===== src/rtl/keypad_entry_display.sv =====
// Pops key codes from the scanner FIFO, edits a BCD entry buffer and commits it on Enter.
// Also drives a multiplexed common-anode 7-segment display of the buffer.
module keypad_entry_display #(
  parameter int DIGITS      = 4,
  parameter int RD_LAT      = 1,
  parameter int REFRESH_DIV = 50000
) (
  input  logic                  clock,
  input  logic                  reset,
  input  logic                  key_valid,
  input  logic [7:0]            key_bcd,
  output logic                  key_read,
  output logic [4*DIGITS-1:0]   entry_value,
  output logic                  entry_done,
  output logic                  err,
  output logic [3:0]            digit_count,
  output logic [6:0]            seg,
  output logic [DIGITS-1:0]     an
);

  localparam int CW = $clog2(REFRESH_DIV);
  localparam int IW = $clog2(DIGITS);
  localparam int LW = $clog2(RD_LAT + 1);
  localparam logic [CW-1:0] REF_LAST  = CW'(REFRESH_DIV - 1);
  localparam logic [IW-1:0] IDX_LAST  = IW'(DIGITS - 1);
  localparam logic [LW-1:0] WAIT_LAST = LW'(RD_LAT - 1);
  localparam logic [3:0]    DIG_MAX   = 4'(DIGITS);

  typedef enum logic [1:0] {S_IDLE, S_REQ, S_WAIT, S_APPLY} state_t;

  state_t              state_q, state_d;
  logic [LW-1:0]       wcnt_q, wcnt_d;
  logic [7:0]          code_q, code_d;
  logic [4*DIGITS-1:0] buf_q, buf_d;
  logic [3:0]          cnt_q, cnt_d;
  logic [4*DIGITS-1:0] val_q, val_d;
  logic                err_q, err_d;
  logic                done_q, done_d;
  logic [CW-1:0]       ref_q, ref_d;
  logic [IW-1:0]       idx_q, idx_d;
  logic [DIGITS-1:0]   an_q, an_d;
  logic [6:0]          seg_q, seg_d;

  logic [3:0] tens, units;
  logic       code_ok;
  logic [4:0] key_v;
  logic [3:0] nib;

  function automatic logic [6:0] seg_of(input logic [3:0] d);
    case (d)
      4'd0:    seg_of = 7'h40;
      4'd1:    seg_of = 7'h79;
      4'd2:    seg_of = 7'h24;
      4'd3:    seg_of = 7'h30;
      4'd4:    seg_of = 7'h19;
      4'd5:    seg_of = 7'h12;
      4'd6:    seg_of = 7'h02;
      4'd7:    seg_of = 7'h78;
      4'd8:    seg_of = 7'h00;
      4'd9:    seg_of = 7'h10;
      default: seg_of = 7'h7F;
    endcase
  endfunction

  assign tens    = code_q[7:4];
  assign units   = code_q[3:0];
  // Legal codes are 00..09 and 10..15 only.
  assign code_ok = (units <= 4'd9) && ((tens == 4'd0) || ((tens == 4'd1) && (units <= 4'd5)));
  assign key_v   = (tens == 4'd1) ? (5'(units) + 5'd10) : 5'(units);

  always_comb begin
    state_d = state_q;
    wcnt_d  = wcnt_q;
    code_d  = code_q;
    buf_d   = buf_q;
    cnt_d   = cnt_q;
    val_d   = val_q;
    err_d   = 1'b0;
    done_d  = 1'b0;
    case (state_q)
      S_IDLE: begin
        if (key_valid) state_d = S_REQ;
      end
      S_REQ: begin
        wcnt_d  = '0;
        state_d = S_WAIT;
      end
      S_WAIT: begin
        if (wcnt_q == WAIT_LAST) begin
          code_d  = key_bcd;
          state_d = S_APPLY;
        end else begin
          wcnt_d = wcnt_q + 1'b1;
        end
      end
      S_APPLY: begin
        state_d = S_IDLE;
        if (!code_ok) begin
          err_d = 1'b1;
        end else if (key_v <= 5'd9) begin
          if (cnt_q < DIG_MAX) begin
            buf_d = {buf_q[4*DIGITS-5:0], key_v[3:0]};
            cnt_d = cnt_q + 4'd1;
          end else begin
            err_d = 1'b1;
          end
        end else if (key_v == 5'd10) begin
          buf_d = '0;
          cnt_d = '0;
        end else if (key_v == 5'd11) begin
          if (cnt_q != 4'd0) begin
            buf_d = {4'h0, buf_q[4*DIGITS-1:4]};
            cnt_d = cnt_q - 4'd1;
          end
        end else if (key_v == 5'd12) begin
          val_d  = buf_q;
          done_d = 1'b1;
          buf_d  = '0;
          cnt_d  = '0;
        end
      end
      default: state_d = S_IDLE;
    endcase
  end

  assign nib = buf_q[{idx_q, 2'b00} +: 4];

  always_comb begin
    ref_d = ref_q + 1'b1;
    idx_d = idx_q;
    if (ref_q == REF_LAST) begin
      ref_d = '0;
      idx_d = (idx_q == IDX_LAST) ? '0 : idx_q + 1'b1;
    end
    an_d  = ~({{(DIGITS-1){1'b0}}, 1'b1} << idx_q);
    // Positions at or above the digit count stay blank, hiding leading zeros.
    seg_d = (4'(idx_q) < cnt_q) ? seg_of(nib) : 7'h7F;
  end

  always_ff @(posedge clock) begin
    if (reset) begin
      state_q <= S_IDLE;
      wcnt_q  <= '0;
      code_q  <= '0;
      buf_q   <= '0;
      cnt_q   <= '0;
      val_q   <= '0;
      err_q   <= 1'b0;
      done_q  <= 1'b0;
      ref_q   <= '0;
      idx_q   <= '0;
      an_q    <= '1;
      seg_q   <= 7'h7F;
    end else begin
      state_q <= state_d;
      wcnt_q  <= wcnt_d;
      code_q  <= code_d;
      buf_q   <= buf_d;
      cnt_q   <= cnt_d;
      val_q   <= val_d;
      err_q   <= err_d;
      done_q  <= done_d;
      ref_q   <= ref_d;
      idx_q   <= idx_d;
      an_q    <= an_d;
      seg_q   <= seg_d;
    end
  end

  assign key_read    = (state_q == S_REQ);
  assign entry_value = val_q;
  assign entry_done  = done_q;
  assign err         = err_q;
  assign digit_count = cnt_q;
  assign seg         = seg_q;
  assign an          = an_q;

endmodule


===== config.mk =====
export PLATFORM = sky130hd
export DESIGN_NAME = keypad_entry_display
export DESIGN_NICKNAME = d
export VERILOG_FILES = /design/src/rtl/keypad_entry_display.sv
export SDC_FILE = /design/constraint.sdc
export NUM_CORES = 1
export LEC_CHECK = 0
export ABC_AREA = 1
export CAP_MARGIN = 20
export CELL_PAD_IN_SITES_DETAIL_PLACEMENT = 1
export CELL_PAD_IN_SITES_GLOBAL_PLACEMENT = 1
export CORE_MARGIN = 3
export CORE_UTILIZATION = 42
export CTS_BUF_LIST = sky130_fd_sc_hd__clkbuf_4
export DETAILED_ROUTE_END_ITERATION = 10
export PLACE_DENSITY = 0.8
export SLEW_MARGIN = 20
export SYNTH_ARGS = -nofsm -noshare
export SYNTH_HDL_FRONTEND = slang
export SYNTH_SLANG_ARGS = --single-unit

===== constraint.sdc =====
create_clock -name clock -period 2.7 [get_ports clock]
set_input_delay 0.54 -clock clock [delete_from_list [all_inputs] [get_ports clock]]
set_output_delay 0.54 -clock clock [all_outputs]
set_load 0.02 [all_outputs]

# ---- After elaboration in Yosys (flattened, before gate mapping)
# Memories as Yosys holds them, arrays and structs flattened. A register that Yosys moved wholly into a read port is not among the register bits.
# Index checks and enable logic that the tools add are counted.
dict set report totals {
  reg_bits 71
  mem_bits_ro 112
  in_bits 11
  out_inout_bits 34
  elab_cells 85
  mem_count 1
}
# name words width read_ports rd_clocked_by_memory_dff wr line
set memory_table {}
lappend memory_table {{(name not given)} 16 7 1 1 0 50} ;# case (d)
dict set report op_classes {
  add_sub_neg 6
  n_lt_le_gt_ge 5
  n_eq_ne 13
  n_shift 2
  n_mux 23
  n_bitwise 8
  reduce_logical 16
}
# op n
set ops {}
lappend ops {{$mux 16} 6}
lappend ops {{$mux 4} 6}
lappend ops {{$add 16x1->16 const B} 1}
lappend ops {{$eq 16x16->1 const B} 1}
lappend ops {{$shiftx 16x5->4} 1}
lappend ops {{$eq 5x4->1 const B} 3}
lappend ops {{$pmux 2 s4} 1}
lappend ops {{$reduce_bool 4->1} 2}
lappend ops {{$not 1->1} 7}
lappend ops {{$eq 2x2->1 const B} 3}
lappend ops {{$mux 2} 3}
lappend ops {{$reduce_and 6->1} 1}
lappend ops {{$reduce_or 2->1} 3}
lappend ops {{$reduce_or 6->1} 1}
lappend ops {{$add 4x4->5 const B} 1}
lappend ops {{$le 5x4->1 const B} 1}
lappend ops {{$mux 1} 5}
lappend ops {{$mux 5} 1}
lappend ops {{$reduce_and 5->1} 1}
lappend ops {{$add 4x1->4 const B} 1}
lappend ops {{$eq 4x1->1 const B} 1}
lappend ops {{$le 4x3->1 const B} 1}
lappend ops {{$le 4x4->1 const B} 1}
lappend ops {{$logic_not 4->1} 1}
lappend ops {{other kinds (17)} 20}

# ---- Depth between registers and ports, before layout
# Gate-level depths: netlist of run 1.
dict set report depth {
  depth_word 7
  mapped_depth 16
  depth_no_buf 15
}

# ---- Worst setup path before layout of run 1
# OpenSTA, ideal clock, no wires.
dict set report synth_path {
  path_type {register -> register}
  startpoint {register idx_q[0]}
  endpoint {register seg_q[3] (netlist: seg[3])}
  setup_ns 0.131
  arrival_time_ns 1.894
  setup_slack_ns 0.676
  path_stages_with_launch 10
  path_buffers 0
  period_less_slack_ns 2.024
  cell_sequence {dfxtp_1 inv_2 nand2_1 inv_1 o31ai_1 inv_1 ha_1 or2_2 nand2_1 nand2_1}
}
dict set report synth_via {
  elab_chain_len 3
  word_cells_on_any_way 4
  classes_between {1 x order compare; 1 x shift; 1 x bitwise; 1 x reduce/logical}
}
# item line
set synth_rtl {}
lappend synth_rtl {{from (decl)} 40} ;# logic [IW-1:0] idx_q, idx_d;
lappend synth_rtl {{from (signal assigned)} 164} ;# idx_q <= idx_d;
lappend synth_rtl {{$lt 2x4->1} 137} ;# seg_d = (4'(idx_q) < cnt_q) ? seg_of(nib) : 7'h7F;
lappend synth_rtl {{$not 1->1 (no line)} -}
lappend synth_rtl {{$reduce_or 2->1 (no line)} -}
lappend synth_rtl {{to (decl)} 42} ;# logic [6:0] seg_q, seg_d;
# Several ways; a longest one is shown, not always the timed one.
# A chain may end at the register's enable or synchronous reset.

# ---- Final worst setup path of run 1
dict set report layout_path {
  startpoint {register state_q[1]}
  endpoint {output port key_read}
}
dict set report layout_via {
  elab_chain_len 1
}
# item line
set layout_rtl {}
lappend layout_rtl {{from (decl)} 31} ;# state_t state_q, state_d;
lappend layout_rtl {{from (signal assigned)} 155} ;# state_q <= state_d;
lappend layout_rtl {{$eq 2x1->1} 170} ;# assign key_read = (state_q == S_REQ);
lappend layout_rtl {{to (decl)} 12} ;# output logic key_read,
# Every way passes these cells.

==> impl_metrics.tcl, run 1 <==
set metrics [dict create \
    routed_wl_um 9820 \
    timing.final.max_slew_violations 0 \
    final_cell_count_no_fill 703 \
    power.static_leakage_nw 1.81 \
    ff_latch_area_mm2 0.00154 \
    cts-resized-gates 0 \
    finalCritPeriodShare_pct 82.1 \
    cts-htree-levels 3 \
    endpoint_kind "output port" \
    timing.max_slew.rel_slack_pct 63.8 \
    max_cap_viol_count 0 \
    dpl_cell_area_mm2 0.00444 \
    timing.setup.tns_ns 0 \
    timing.critical_path.required_ns 2.16 \
    synth-warning-count 0 \
    drc 0 \
    placedCellCount 688 \
    syn-num-nets 580 \
    final.hold.worst_slack_ns 0.450 \
    postLayoutCoreUtil_pct 51.7 \
    antenna_found_initial 0 \
    antenna_cells 0 \
    std_cell_rows 34 \
    hold_path_class "flop to flop" \
    pre_cts_slack_ns 0.519 \
    critPathArrivalTime_ns 1.68 \
    final_hold_viol_count 0 \
    initialDrtViolationCount 226 \
    grt_overflow 0 \
    layout.nets 621 \
    ant_nets 0 \
    p_per_area_mw_per_mm2 800 \
    area_growth_pct 16.7 \
    clock-skew-final_ns 0.0199 \
    path_delay_family "buffers and inverters" \
    status "finished, final reports clean" \
    vias_in_the_first_global_route 3499 \
    crit_path_top_delay_cell "sky130_fd_sc_hd__clkdlybuf4s50_1" \
    finalWorstSetupSlack_ns 0.483 \
    dieWidth_um 103 \
    detailed_place_hpwl_um 7170 \
    tightestPinTransition_ns 0.542 \
    cts-root-to-sink-buffers 2 \
    grt_first_pass_wirelength_um 16600 \
    core-area_mm2 0.00889 \
    cts_hold_buffers 0 \
    peak_ir_drop_on_the_vdd_network_mv 0.396 \
    cts_made_buffers 9 \
    root_buffer "sky130_fd_sc_hd__clkbuf_4" \
    fmaxAchievable_mhz 451 \
    initial_core_util_pct 44.3 \
    tritoncts_clock_tree "done" \
    fill_cells 1154 \
    crit_path_start_kind "flop" \
    post_route_cells_drive_above_1_share_pct 7.73 \
    cp_max_fo 4 \
    mappedNetlistArea_mm2 0.00394 \
    routedWlPerCell_um 14.0 \
    cts_sinks 77 \
    port_buffers 44 \
    syn-instance-count 550 \
    ys_types 36 \
    critical-path-max-stage-delay_ns 0.60 \
    gp_routability_congestion 0.835 \
    timing.final.setup_violations 0 \
    final_design_area_no_fill_mm2 0.00459 \
    synth-seq-area-share_pct 39.2 \
    detail_route.first_pass.iterations 4 \
    cells_along_the_critical_path "inv_1, ha_1, clkdlybuf4s50_1" \
    synth.avg_cell_area_um2 7.15 \
    clk-insertion-delay-late_ns 0.44 \
    min_cycle_time_layout_ns 2.22 \
    gr_usage_total_pct 20.0 \
    die_area_mm2 0.0106 \
    flops_latches_synth 77 \
    path_clk_slew_ns 0.11 \
    crit_buf_inv 2 \
    ios 45 \
    area_of_the_multi_input_gates_mm2 0.00197 \
    detailroute.via_count 3543 \
    detail_route.vias_per_cell 5.04 \
    post_cts.repair.setup_buffers 0 \
    cp_class "flop to output port" \
    die_height_um 103 \
    fin_total_pwr_mw 3.67 \
    grt_start_max_net_pins 52 \
    rsz0062_at_grt "false" \
]
==> power breakdown <==
| part | switching [mW] | internal (mW) |
|---|---|---|
| Combinational | 0.914 | 0.510 |
| Clock | 0.410 | 0.377 |
| Sequential | 0.157 | 1.31 |
==> sequential cells by signal (all words and copies together), names as in the netlist, 2 cells and up <==
| register | flops |
|---|---|
| digit_count | 4 |
| code_q | 8 |
| entry_value | 16 |
| an | 4 |
| buf_q | 16 |
| seg | 7 |
| state_q | 2 |
| idx_q | 2 |
| ref_q | 16 |
==> logic make-up after synthesis <==
kind of cell	count (synthesis)	synth area share, %
AO/OA/AOI/OAI	104	14.0
adder cells (fa/ha/maj)	19	6.04
AND/OR/NAND/NOR	240	28.8
buffers and inverters	104	10.7
XOR/XNOR	6	1.34
flip-flops	77	39.2
==> routing by layer <==
| layer | wire [um] | track usage [%] | up-vias |
|---|---|---|---|
| li1 | - | - | 1835 |
| met1 | 4360 | 24.2 | 1629 |
| met2 | 4890 | 34.9 | 62 |
| met3 | 383 | 4.53 | 17 |
| met4 | 180 | 6.77 | 0 |
| met5 | 0 | 0 | - |
==> path summary, 6_finish.rpt <==
kind	start	to	slack [ns]	cells after the start
setup / recovery	state_q[1]	key_read	0.48	3
hold / removal	entry_value[8]	entry_value[8]	0.45	2
setup reg to reg	idx_q[0]	seg[3]	0.49	10
hold reg to reg	entry_value[8]	entry_value[8]	0.45	2
==> worst register-to-register path, cell delays in order (launching register included) <==
cell and delay (ns):
sky130_fd_sc_hd__dfxtp_1 0.66, sky130_fd_sc_hd__inv_2 0.16, sky130_fd_sc_hd__nand2_1 0.09, sky130_fd_sc_hd__inv_1 0.04, sky130_fd_sc_hd__o31ai_1 0.19, sky130_fd_sc_hd__buf_4 0.18
sky130_fd_sc_hd__inv_1 0.07, sky130_fd_sc_hd__ha_1 0.29, sky130_fd_sc_hd__or2_2 0.31, sky130_fd_sc_hd__nand2_1 0.07, sky130_fd_sc_hd__nand2_1 0.05
==> Yosys cell counts, drive strengths merged <==
master  instances  area, um^2
nand2          99         417
inv            87         329
dfxtp          77        1540
nor2           77         344
o21ai          52         264
nand3          45         253
a21oi          42         210
ha             19         238
clkbuf         10        37.5
nor3            8        40.0
buf             7        53.8
nand4           6        43.8
xor2            5        43.8
o211ai          3        22.5
a211oi          2        15.0
nand3b          2        15.0
nor3b           2        15.0
a21boi          1        7.51
a32oi           1        8.76
o21a            1        7.51
o22ai           1        6.26
o31ai           1        7.51
or2             1        6.26
xnor2           1        8.76
==> area by class of cell <==
cell class,count,share of cell area (%)
Multi-Input combinational cell,369,43.0
Clock buffer,10,1.63
Timing Repair Buffer,47,10.1
Clock inverter,5,1.66
Tap cell,108,2.94
Inverter,87,7.16
Sequential cell,77,33.6
==> placed cells by master (no fill, tap or decap), drive strengths merged <==
cell / netlist / final
clkdlybuf4s50: 0 / 44
a211oi: 2 / 2
nor2: 77 / 77
o211ai: 3 / 3
a21oi: 42 / 42
o31ai: 1 / 1
ha: 19 / 19
nand2: 99 / 99
nand4: 6 / 6
a32oi: 1 / 1
o22ai: 1 / 1
inv: 87 / 87
o21ai: 52 / 52
xnor2: 1 / 1
clkinv: 0 / 2
buf: 7 / 3
clkinvlp: 0 / 1
dfxtp: 77 / 77
a21boi: 1 / 1
nand3: 45 / 45
nand3b: 2 / 2
nor3: 8 / 8
clkbuf: 10 / 10
o21a: 1 / 1
bufinv: 0 / 2
or2: 1 / 1
nor3b: 2 / 2
xor2: 5 / 5
No activity file was read; power rests on OpenSTA's default activity.
==> inputs of run 2 (changes only) <==
--- a/config.mk
+++ b/config.mk
@@ -10,10 +10,10 @@
 export CELL_PAD_IN_SITES_DETAIL_PLACEMENT = 1
 export CELL_PAD_IN_SITES_GLOBAL_PLACEMENT = 1
 export CORE_MARGIN = 3
-export CORE_UTILIZATION = 42
+export CORE_UTILIZATION = 38
 export CTS_BUF_LIST = sky130_fd_sc_hd__clkbuf_4
 export DETAILED_ROUTE_END_ITERATION = 10
-export PLACE_DENSITY = 0.8
+export PLACE_DENSITY = 0.76
 export SLEW_MARGIN = 20
 export SYNTH_ARGS = -nofsm -noshare
 export SYNTH_HDL_FRONTEND = slang
==> constraint.sdc (replaced) <==
create_clock -name clock -period 2 [get_ports clock]
set_input_delay 0.4 -clock clock [delete_from_list [all_inputs] [get_ports clock]]
set_output_delay 0.4 -clock clock [all_outputs]
set_load 0.02 [all_outputs]
==> impl_metrics.tcl, run 2 (synthesized netlist as in run 1, its figures left out) <==
set metrics [dict create \
    clk-insertion-delay-late_ns 0.45 \
    fill_cells 1267 \
    grt_overflow 0 \
    layout.nets 638 \
    crit_buf_inv 1 \
    status "finished, final reports clean" \
    final_common_cell "sky130_fd_sc_hd__nand2_1" \
    timing.final.setup_violations 0 \
    timing.critical_path.required_ns 1.60 \
    crit_path_start_kind "flop" \
    ant_nets 0 \
    antenna_found_initial 0 \
    cp_max_fo 4 \
    max_cap_viol_count 0 \
    hold_path_startpoint "entry_value[9]" \
    final_design_area_no_fill_mm2 0.00481 \
    hold_path_class "flop to flop" \
    critPathArrivalTime_ns 1.49 \
    holdPathEnd "entry_value[9]" \
    detailroute.via_count 3621 \
    ios 45 \
    regToRegSetupSlack_ns 0.11 \
    cts-htree-levels 3 \
    grt_start_max_net_pins 52 \
    path_delay_family "buffers and inverters" \
    die_height_um 108 \
    finalWorstSetupSlack_ns 0.109 \
    min_cycle_time_layout_ns 1.89 \
    cp_class "flop to output port" \
    cts_made_buffers 9 \
    peak_ir_drop_on_the_vdd_network_mv 0.367 \
    clock-skew-final_ns 0.0168 \
    post_route_cells_drive_above_1_share_pct 12.4 \
    timing.final.max_slew_violations 0 \
    fmaxAchievable_mhz 529 \
    cells_along_the_critical_path "clkdlybuf4s50_1" \
    final_hold_viol_count 0 \
    cts_sinks 77 \
    p_per_area_mw_per_mm2 1040 \
    initialDrtViolationCount 131 \
    detail_route.vias_per_cell 4.85 \
    std_cell_rows 36 \
    endpoint_kind "output port" \
    placedCellCount 729 \
    rsz0062_at_grt "true" \
    vias_in_the_first_global_route 3704 \
    die_area_mm2 0.0116 \
    gp_routability_congestion 0.807 \
    finalCritPeriodShare_pct 94.6 \
    path_clk_slew_ns 0.12 \
    timing.max_slew.rel_slack_pct 71.3 \
    cts-root-to-sink-buffers 2 \
    initial_core_util_pct 39.7 \
    timing.rr.start "code_q[2]" \
    drc 0 \
    rr_endpoint "buf_q[2]" \
    postLayoutCoreUtil_pct 48.6 \
    crit_path_top_delay_cell "sky130_fd_sc_hd__clkdlybuf4s50_1" \
    holdPathStages 2 \
    timing.reg2reg.worst_path_depth 10 \
    tritoncts_clock_tree "done" \
    core-area_mm2 0.00991 \
    dpl_cell_area_mm2 0.00462 \
    pre_cts_slack_ns 0.0723 \
    post_cts.repair.setup_buffers 0 \
    detailed_place_hpwl_um 7430 \
    port_buffers 44 \
    detail_route.first_pass.iterations 4 \
    final_cell_count_no_fill 746 \
    area_growth_pct 22.4 \
    mostFrequentLayoutCells "sky130_fd_sc_hd__nand2_1 (86), sky130_fd_sc_hd__inv_1 (82), sky130_fd_sc_hd__dfxtp_1 (72), sky130_fd_sc_hd__nor2_1 (68), sky130_fd_sc_hd__o21ai_0 (51)" \
    gr_usage_total_pct 18.3 \
    dieWidth_um 108 \
    power.static_leakage_nw 1.96 \
    root_buffer "sky130_fd_sc_hd__clkbuf_4" \
    grt_first_pass_wirelength_um 17000 \
    routedWlPerCell_um 13.6 \
    tightestPinTransition_ns 0.431 \
    critical-path-max-stage-delay_ns 0.64 \
    routed_wl_um 10100 \
    antenna_cells 0 \
]
run 2: stage by stage:
stage | hold WS (ns) | power (mW) | TNS (ns)
finish | 0.450 | 4.99 | 0
global placement | 0.428 | 3.95 | 0
CTS | 0.455 | 4.98 | 0
floorplan | 0.418 | 3.39 | 0
global route | 0.476 | 5.39 | -0.148
detailed placement | 0.437 | 4.03 | 0
run 2: final cells by class:
class	count	area [um^2]	share of cell area (%)
well taps	133	166	3.46
clock inverters	7	63.8	1.33
flip-flops and latches	77	1550	32.2
clock buffers	9	67.6	1.40
multi-input cells	370	2020	42.0
inverters	87	332	6.89
repair buffers	63	611	12.7
run 2: how the worst max path moves through the flow:
stage                               from        endpoint  slack (ns)  cells after the start
after floorplan                 idx_q[0]          seg[3]        0.13                      8
after global placement         code_q[4]        buf_q[8]        0.19                     12
after detailed placement       code_q[1]  digit_count[0]        0.07                     14
after CTS                      code_q[2]  digit_count[0]        0.02                     14
after global routing           code_q[2]  digit_count[0]       -0.03                     15
final                     digit_count[3]  digit_count[3]        0.11                      1
run 2: what timing repair did:
action	CTS	global route
cloned	0	1
pin swaps	0	3
hold buffers	0	0
hold endpoints to repair	0	0
resized for setup	2	18
setup endpoints to repair	2	26
run 2: power breakdown:
part / internal, mW / switching (mW) / total, mW
logic: 0.769 / 1.30 / 2.07
clock network: 0.375 / 0.572 / 0.946
registers: 1.77 / 0.199 / 1.97
run 2: routing by layer:
layer	part of all wire, %	vias to the layer above	track usage (%)
li1	-	1870	-
met2	48	49	31.3
met3	3.3	17	4.02
met5	0	-	0
met1	46	1685	22.1
met4	2.3	0	7.57
==> inputs of run 3 (changes only) <==
--- a/config.mk
+++ b/config.mk
@@ -9,6 +9,7 @@
 export CAP_MARGIN = 20
 export CELL_PAD_IN_SITES_DETAIL_PLACEMENT = 1
 export CELL_PAD_IN_SITES_GLOBAL_PLACEMENT = 1
+export CORE_ASPECT_RATIO = 0.75
 export CORE_MARGIN = 3
 export CORE_UTILIZATION = 38
 export CTS_BUF_LIST = sky130_fd_sc_hd__clkbuf_4
==> impl_metrics.tcl, run 3 (synthesized netlist as in run 1, its figures left out) <==
set metrics [dict create \
    finalWorstSetupSlack_ns 0.113 \
    hold_path_class "flop to flop" \
    cp_class "flop to output port" \
    dpl_cell_area_mm2 0.00464 \
    detail_route.first_pass.iterations 4 \
    path_clk_slew_ns 0.12 \
    max_cap_viol_count 0 \
    cts-root-to-sink-buffers 2 \
    cells_along_the_critical_path "clkdlybuf4s50_1" \
    clk-insertion-delay-late_ns 0.44 \
    grt_start_max_net_pins 45 \
    peak_ir_drop_on_the_vdd_network_mv 0.530 \
    status "finished, final reports clean" \
    final_design_area_no_fill_mm2 0.00497 \
    timing.final.max_slew_violations 0 \
    timing.reg2reg.worst_path_depth 12 \
    grt_overflow 0 \
    core-area_mm2 0.00985 \
    timing.max_slew.rel_slack_pct 72.8 \
    timing.final.setup_violations 0 \
    area_growth_pct 26.3 \
    path_delay_family "buffers and inverters" \
    port_buffers 44 \
    die_height_um 94.1 \
    cts_sinks 77 \
    ant_nets 0 \
    cts_made_buffers 9 \
    die_area_mm2 0.0116 \
    critPathArrivalTime_ns 1.49 \
    finalCritPeriodShare_pct 94.3 \
    clock-skew-final_ns 0.0143 \
    tightestPinTransition_ns 0.408 \
    gp_routability_congestion 0.849 \
    initialDrtViolationCount 131 \
    layout.nets 642 \
    cp_max_fo 7 \
    dieWidth_um 124 \
    fmaxAchievable_mhz 530 \
    final_common_cell "sky130_fd_sc_hd__nand2_1" \
    critical-path-max-stage-delay_ns 0.63 \
    grt_first_pass_wirelength_um 17500 \
    gr_usage_total_pct 19.1 \
    drc 0 \
    detail_route.vias_per_cell 4.95 \
    endpoint_kind "output port" \
    fill_cells 1230 \
    power.static_leakage_nw 1.99 \
    crit_path_start_kind "flop" \
    crit_buf_inv 1 \
    final_hold_viol_count 0 \
    root_buffer "sky130_fd_sc_hd__clkbuf_4" \
    detailed_place_hpwl_um 7890 \
    mostFrequentLayoutCells "sky130_fd_sc_hd__nand2_1 (83), sky130_fd_sc_hd__inv_1 (82), sky130_fd_sc_hd__dfxtp_1 (72), sky130_fd_sc_hd__nor2_1 (66), sky130_fd_sc_hd__o21ai_0 (47)" \
    critical_path_cell_count 1 \
    timing.setup.tns_ns 0 \
    pre_cts_slack_ns 0.00339 \
    cts_hold_buffers 0 \
    routedWlPerCell_um 14.4 \
    vias_in_the_first_global_route 3712 \
    std_cell_rows 31 \
    initial_core_util_pct 39.9 \
    antenna_found_initial 0 \
    cts-htree-levels 3 \
    min_cycle_time_layout_ns 1.89 \
    timing.critical_path.required_ns 1.60 \
    post_route_cells_drive_above_1_share_pct 14.1 \
    detailroute.via_count 3708 \
    holdPathStages 2 \
    ios 45 \
    p_per_area_mw_per_mm2 1050 \
    crit_path_top_delay_cell "sky130_fd_sc_hd__clkdlybuf4s50_1" \
    tritoncts_clock_tree "done" \
    routed_wl_um 10800 \
]
[run 3: tightest hold or removal path: stages (launching register included)]
cell and delay [ns]:
sky130_fd_sc_hd__dfxtp_1 0.33, sky130_fd_sc_hd__inv_1 0.05, sky130_fd_sc_hd__a21oi_1 0.05
[run 3: final timing paths]
check                        from               to  slack [ns]
setup / recovery   digit_count[2]   digit_count[2]        0.11
hold reg to reg   entry_value[15]  entry_value[15]        0.45
hold / removal    entry_value[15]  entry_value[15]        0.45
setup reg to reg        code_q[3]        buf_q[10]        0.12
[run 3: stage by stage]
step	util, %	total power [mW]	std cells	hold WS, ns
floorplan	-	3.39	550	0.418
global placement	47.1	3.96	729	0.430
detailed placement	47.1	4.05	729	0.438
CTS	48.6	5.03	744	0.456
global route	50.4	5.66	748	0.479
finish	50.5	5.24	749	0.450
[run 3: routing by layer]
layer / part of all wire [%] / track usage (%) / up-vias
met4: 1.5 / 5.07 / 0
met2: 47 / 31.8 / 72
li1: - / - / 1884
met5: 0 / 0 / -
met1: 48 / 24.8 / 1738
met3: 4.0 / 4.09 / 14
[run 3: area by class of cell]
class                           instances  area (um^2)  share of cell area, %
Tap cell                              132          165                   3.32
Clock inverter                          4         50.0                   1.01
Multi-Input combinational cell        370         2110                   42.5
Clock buffer                           11         82.6                   1.66
Antenna cell                            1         2.50                 0.0503
Sequential cell                        77         1560                   31.3
Inverter                               87          334                   6.72
Timing Repair Buffer                   67          667                   13.4
[run 3: timing repair]
action | CTS | global route
gates resized for setup | 5 | 39
buffers inserted | 0 | 3
pin swaps | 0 | 8
cloned | 0 | 1
setup endpoints to repair | 5 | 42
[run 3: power breakdown]
| part | internal, mW | total (mW) | switching [mW] |
|---|---|---|---|
| combinational | 0.869 | 2.32 | 1.45 |
| sequential | 1.77 | 1.97 | 0.203 |
| clock | 0.401 | 0.949 | 0.548 |
